[src/rtl/switch_port.sv]
// Memory-mapped switch input port: synchronises and debounces the board switches into a data register,
// with a sticky new-data/overrun status word. Optional interrupt output and mask under SWITCH_PORT_IRQ_EN.
module switch_port #(
    parameter int WORD_W     = 8,
    parameter int OP_W       = 3,
    parameter int DEB_CYCLES = 16,
    parameter int DATA_ADDR  = 2**(WORD_W-OP_W)-1,
    parameter int STAT_ADDR  = 2**(WORD_W-OP_W)-3
) (
    input  logic                     clock,
    input  logic                     n_reset,
    input  logic [WORD_W-1:0]        switches,
    input  logic [WORD_W-OP_W-1:0]   Daddress,
    input  logic                     RE,
`ifdef SWITCH_PORT_IRQ_EN
    input  logic                     WE,
    input  logic [WORD_W-1:0]        Wdata,
    output logic                     irq,
`endif
    output logic [WORD_W-1:0]        Sdata,
    output logic                     sel
);

    localparam int ADDR_W = WORD_W - OP_W;
    localparam int CNT_W  = $clog2(DEB_CYCLES + 1);
    localparam logic [ADDR_W-1:0] DATA_A  = DATA_ADDR[ADDR_W-1:0];
    localparam logic [ADDR_W-1:0] STAT_A  = STAT_ADDR[ADDR_W-1:0];
    localparam logic [CNT_W-1:0]  CNT_MAX = CNT_W'(DEB_CYCLES - 1);

    logic [WORD_W-1:0] sw_s1;
    logic [WORD_W-1:0] sw_s2;
    logic [WORD_W-1:0] cand;
    logic [WORD_W-1:0] data_q;
    logic [CNT_W-1:0]  cnt;
    logic              new_f;
    logic              ovr_f;
    logic              commit;
    logic              data_rd;
    logic [WORD_W-1:0] status_word;

    // Commit only once the candidate has been stable long enough and actually differs from the register.
    assign commit  = (sw_s2 == cand) && (cnt == CNT_MAX) && (cand != data_q);
    assign data_rd = RE && (Daddress == DATA_A);

    always_ff @(posedge clock) begin
        if (!n_reset) begin
            sw_s1  <= '0;
            sw_s2  <= '0;
            cand   <= '0;
            data_q <= '0;
            cnt    <= '0;
            new_f  <= 1'b0;
            ovr_f  <= 1'b0;
        end else begin
            sw_s1 <= switches;
            sw_s2 <= sw_s1;

            if (sw_s2 != cand) begin
                cand <= sw_s2;
                cnt  <= '0;
            end else if (cnt < CNT_MAX) begin
                cnt <= cnt + CNT_W'(1);
            end

            // A read landing on the commit edge returns the old word but still sees the new one as fresh.
            if (commit) begin
                data_q <= cand;
                new_f  <= 1'b1;
                if (data_rd) begin
                    ovr_f <= 1'b0;
                end else if (new_f) begin
                    ovr_f <= 1'b1;
                end
            end else if (data_rd) begin
                new_f <= 1'b0;
                ovr_f <= 1'b0;
            end
        end
    end

`ifdef SWITCH_PORT_IRQ_EN
    logic irq_mask;
    logic new_f_q;

    always_ff @(posedge clock) begin
        if (!n_reset) begin
            irq_mask <= 1'b1;
            new_f_q  <= 1'b0;
        end else begin
            new_f_q <= new_f;
            if (WE && (Daddress == STAT_A)) begin
                irq_mask <= Wdata[2];
            end
        end
    end

    assign irq = new_f_q & ~irq_mask;
`endif

    always_comb begin
        status_word    = '0;
        status_word[0] = new_f;
        status_word[1] = ovr_f;
`ifdef SWITCH_PORT_IRQ_EN
        status_word[2] = irq_mask;
`endif
    end

    always_comb begin
        Sdata = '0;
        sel   = 1'b0;
        if (Daddress == DATA_A) begin
            Sdata = data_q;
            sel   = 1'b1;
        end else if (Daddress == STAT_A) begin
            Sdata = status_word;
            sel   = 1'b1;
        end
    end

endmodule

[config.mk]
export PLATFORM = sky130hd
export DESIGN_NAME = switch_port
export DESIGN_NICKNAME = d
export VERILOG_FILES = /design/src/rtl/switch_port.sv
export SDC_FILE = /design/constraint.sdc
export NUM_CORES = 1
export LEC_CHECK = 0
export CAP_MARGIN = 20
export CORE_ASPECT_RATIO = 0.5
export CORE_MARGIN = 5
export CORE_UTILIZATION = 49
export CTS_BUF_LIST = sky130_fd_sc_hd__clkbuf_4 sky130_fd_sc_hd__clkbuf_8
export CTS_CLUSTER_DIAMETER = 50
export DETAILED_ROUTE_END_ITERATION = 8
export GPL_TIMING_DRIVEN = 1
export PLACE_DENSITY = 0.76
export SYNTH_ARGS = -nofsm -noshare
export SYNTH_HDL_FRONTEND = slang
export SYNTH_SLANG_ARGS = --single-unit
[constraint.sdc]
create_clock -name clock -period 1.34 [get_ports clock]
set_input_delay 0.268 -clock clock [delete_from_list [all_inputs] [get_ports clock]]
set_output_delay 0.268 -clock clock [all_outputs]
set_load 0.05 [all_outputs]
==> results.py <==
metrics = {
    "logic_synthesis": {
        "ys.flop_type": "dfxtp_1",
        "yosys.area.top_type": "dfxtp_1",
        "yosysWarnings": 0,
        "ys_seq_elements": 39,
        "avgSynthCellArea_sq_um": 10.08,
        "ys_seq_area_share_pct": 51.61,
        "synth_most_common_cell": "dfxtp_1",
        "yosysUniqueCellTypes": 23,
        "synth_cells": 150,
        "yosys-top-cells-count": "dfxtp_1, and2_1, nand2_1",
        "synth_fp_nets": 168,
        "synth-edff-count": 0,
        "syn_area_sq_um": 1513,
        "synthArstFlopShare_pct": 0,
        "synth.area.top_cells": "dfxtp_1, and2_1, mux2i_1",
        "synth_top_cell_area_share_pct": 51.61,
    },
    "detailed_routing": {
        "initialDrtViolationCount": 34,
        "drcViolationCount": 0,
        "viasPerCell": 5.070,
        "num_vias": 1227,
        "wl_um": 3594,
        "avgRoutedWirePerCell_um": 14.85,
        "drt-pass1-iter-count": 5,
        "ant_nets": 0,
    },
    "grt": {
        "grt_use_met2_pct": 25.93,
        "track_usage_pct": 15.48,
        "grt_max_degree": 25,
        "use_met3_pct": 7.420,
        "grt_pass1_vias": 1146,
        "grt_overflow": 0,
        "grt_use_met1_pct": 16.31,
        "antenna_found_initial": 0,
        "grt_first_pass_wirelength_um": 4974,
        "busiest_layer": "met2",
    },
    "clocking": {
        "clock_path_buffers": 2,
        "cts_num_sinks": 39,
        "clk-insertion-delay-late_ns": 0.29,
        "clk_pin_slew_worst_paths_ns": 0.07,
        "cts_buffers": 5,
        "tritoncts": "built",
        "cts-htree-levels": 2,
        "hold_buffers": 0,
        "root_buffer": "clkbuf_8",
    },
    "worst_hold_path": {
        "min_path_type": "reg2reg",
        "min_to": "sw_s2[4]$_SDFF_PN0_",
        "min_from": "sw_s1[4]$_SDFF_PN0_",
        "min_delay_path_depth": 1,
    },
    "final_layout": {
        "area.growth.synth_to_final_pct": 53.76,
        "fin_nets": 220,
        "fillCellCount": 187,
        "layout.cells.non_filler": 242,
        "num_antenna_cells": 0,
        "drive_gt1_share_pct": 40.10,
    },
    "setup_path": {
        "regToRegEndpoint": "data_q[3]$_SDFFE_PN0P_",
        "required_ns": 1.55,
        "ff2ff_path_depth": 6,
        "crit_arrival_ns": 1.77,
        "r2r-start": "cand[6]$_SDFFE_PN0P_",
        "critPathLaunchType": "flip-flop",
        "crit_type": "reg2reg",
        "cp_max_fo": 4,
        "endpoint_kind": "flip-flop",
        "reg2reg_slack_ns": -0.23,
    },
    "sta": {
        "finalSetupViolations": 17,
        "final_hold_viol_count": 0,
        "slew_headroom_pct": 73.93,
        "worst_pin_slew_ns": 0.3860,
        "setup_tns_ns": -2.273,
        "rsz0062_at_grt": "true",
        "min_period_ns": 1.566,
        "post-route-period-util_pct": 116.8,
        "drv_slew": 0,
        "max_clock_freq_mhz": 638.7,
        "finalClockSkew_ns": 0.003991,
        "timing.final.ws_setup_ns": -0.2258,
    },
    "power_and_ir_drop": {
        "p_leak_nw": 0.9993,
        "peakVddDrop_uv": 812.0,
        "power_density_nw_per_um2": 1021,
    },
    "floorplanning": {
        "pin_count": 25,
        "die_h_um": 49.29,
        "core-area_sq_um": 2978,
        "start_util_pct": 50.80,
        "num_rows": 14,
        "die_x_um": 88.58,
        "dieArea_sq_um": 4366,
    },
    "place": {
        "dp_hpwl_um": 2127,
        "dp_cells": 228,
        "portBuffers": 24,
        "routabilityCongestion": 0.8198,
    },
    "run": {
        "max_cap_viol_count": 0,
    },
    "run_status": {
        "status": "finished, violations left",
        "violations": "negative setup slack",
    },
}
area by class of cell:
type | instances | area [sq um] | share of cell area [%]
Clock buffer | 5 | 68.82 | 2.959
Clock inverter | 2 | 37.54 | 1.614
Timing Repair Buffer | 51 | 535.5 | 23.02
Inverter | 3 | 15.01 | 0.6455
Multi-Input combinational cell | 102 | 823.3 | 35.40
Tap cell | 40 | 50.05 | 2.152
Sequential cell | 39 | 795.8 | 34.21
power breakdown:
group          leakage, nW  switching [mW]  internal [mW]  total, mW
registers            0.323          0.0174           1.19       1.21
clock network       0.0502           0.398          0.544      0.941
logic                0.626           0.103          0.123      0.225
total                0.999           0.518           1.86       2.37
metal layers:
| layer | wire length [um] | vias up |
|---|---|---|
| met5 | 0 | - |
| met4 | 95 | 0 |
| met3 | 232 | 13 |
| met2 | 1738 | 40 |
| met1 | 1528 | 575 |
| li1 | - | 599 |
sequential cells by signal, indices dropped and copies added, names as in the netlist:
register  count
ovr_f         1
sw_s1         8
sw_s2         8
cand          8
data_q        8
new_f         1
cnt           5
worst max-delay path by stage:
stage | from | end | slack [ns]
final | cand[6]$_SDFFE_PN0P_ | data_q[3]$_SDFFE_PN0P_ | -0.23
after global placement | Daddress[3] | Sdata[2] | -0.32
after floorplan | Daddress[2] | Sdata[2] | -0.15
after CTS | cand[7]$_SDFFE_PN0P_ | data_q[6]$_SDFFE_PN0P_ | -0.16
after detailed placement | Daddress[3] | Sdata[4] | -0.34
after global routing | cand[6]$_SDFFE_PN0P_ | data_q[3]$_SDFFE_PN0P_ | -0.31
critical path: stages, from the launching register on:
cell       delay (ns)
dfxtp_1          0.33
buf_4            0.14
xnor2_1          0.16
nand4_1          0.20
o2111ai_2        0.26
buf_4            0.19
mux2i_1          0.20
stage by stage:
step | utilization (%) | total power, mW | cell area, sq um | setup WS (ns) | hold slack, ns
2_1_floorplan | - | 1.316 | 1541 | -0.1486 | 0.3953
3_3_place_gp | 68.57 | 1.399 | 2042 | -0.3198 | 0.4144
3_5_place_dp | 68.57 | 1.404 | 2042 | -0.3447 | 0.4196
4_1_cts | 72.94 | 2.326 | 2172 | -0.1621 | 0.4374
5_1_grt | 78.11 | 2.476 | 2326 | -0.3101 | 0.4473
6_report | 78.11 | 2.374 | 2326 | -0.2258 | 0.4327
logic make-up after synthesis:
| logic type | share of synthesized area [%] |
|---|---|
| and+or+nand+nor | 22.25 |
| DFF | 51.61 |
| xor gates and xnor gates | 9.843 |
| muxes | 7.279 |
| AOI/OAI and AO/OA | 4.632 |
| buffers and inverters | 2.730 |
| adders and majority gates | 1.654 |
placed cells by master, fill, tap and decap left out, types with 3 or more instances in the layout:
cell type        Yosys  final
and3_4               0      6
nand2_1             19     19
and2_1              24     24
xor2_1               9      8
clkdlybuf4s50_1      0     10
dfxtp_1             39     29
xnor2_1              8      6
buf_4                0     23
buf_6                1      6
dfxtp_2              0      9
nand4_1              3      3
clkbuf_8             0      5
nor2_2               0      4
mux2i_1             11     11
buf_12               0      9
repair_timing:
action / CTS / global route
setup buffers: 1 / 6
endpoints found under the setup margin: 24 / 24
pin swaps: 5 / 15
endpoints found under the hold margin: 0 / 0
resized for setup: 25 / 26
Note: power is estimated with default switching activity, not from simulation.
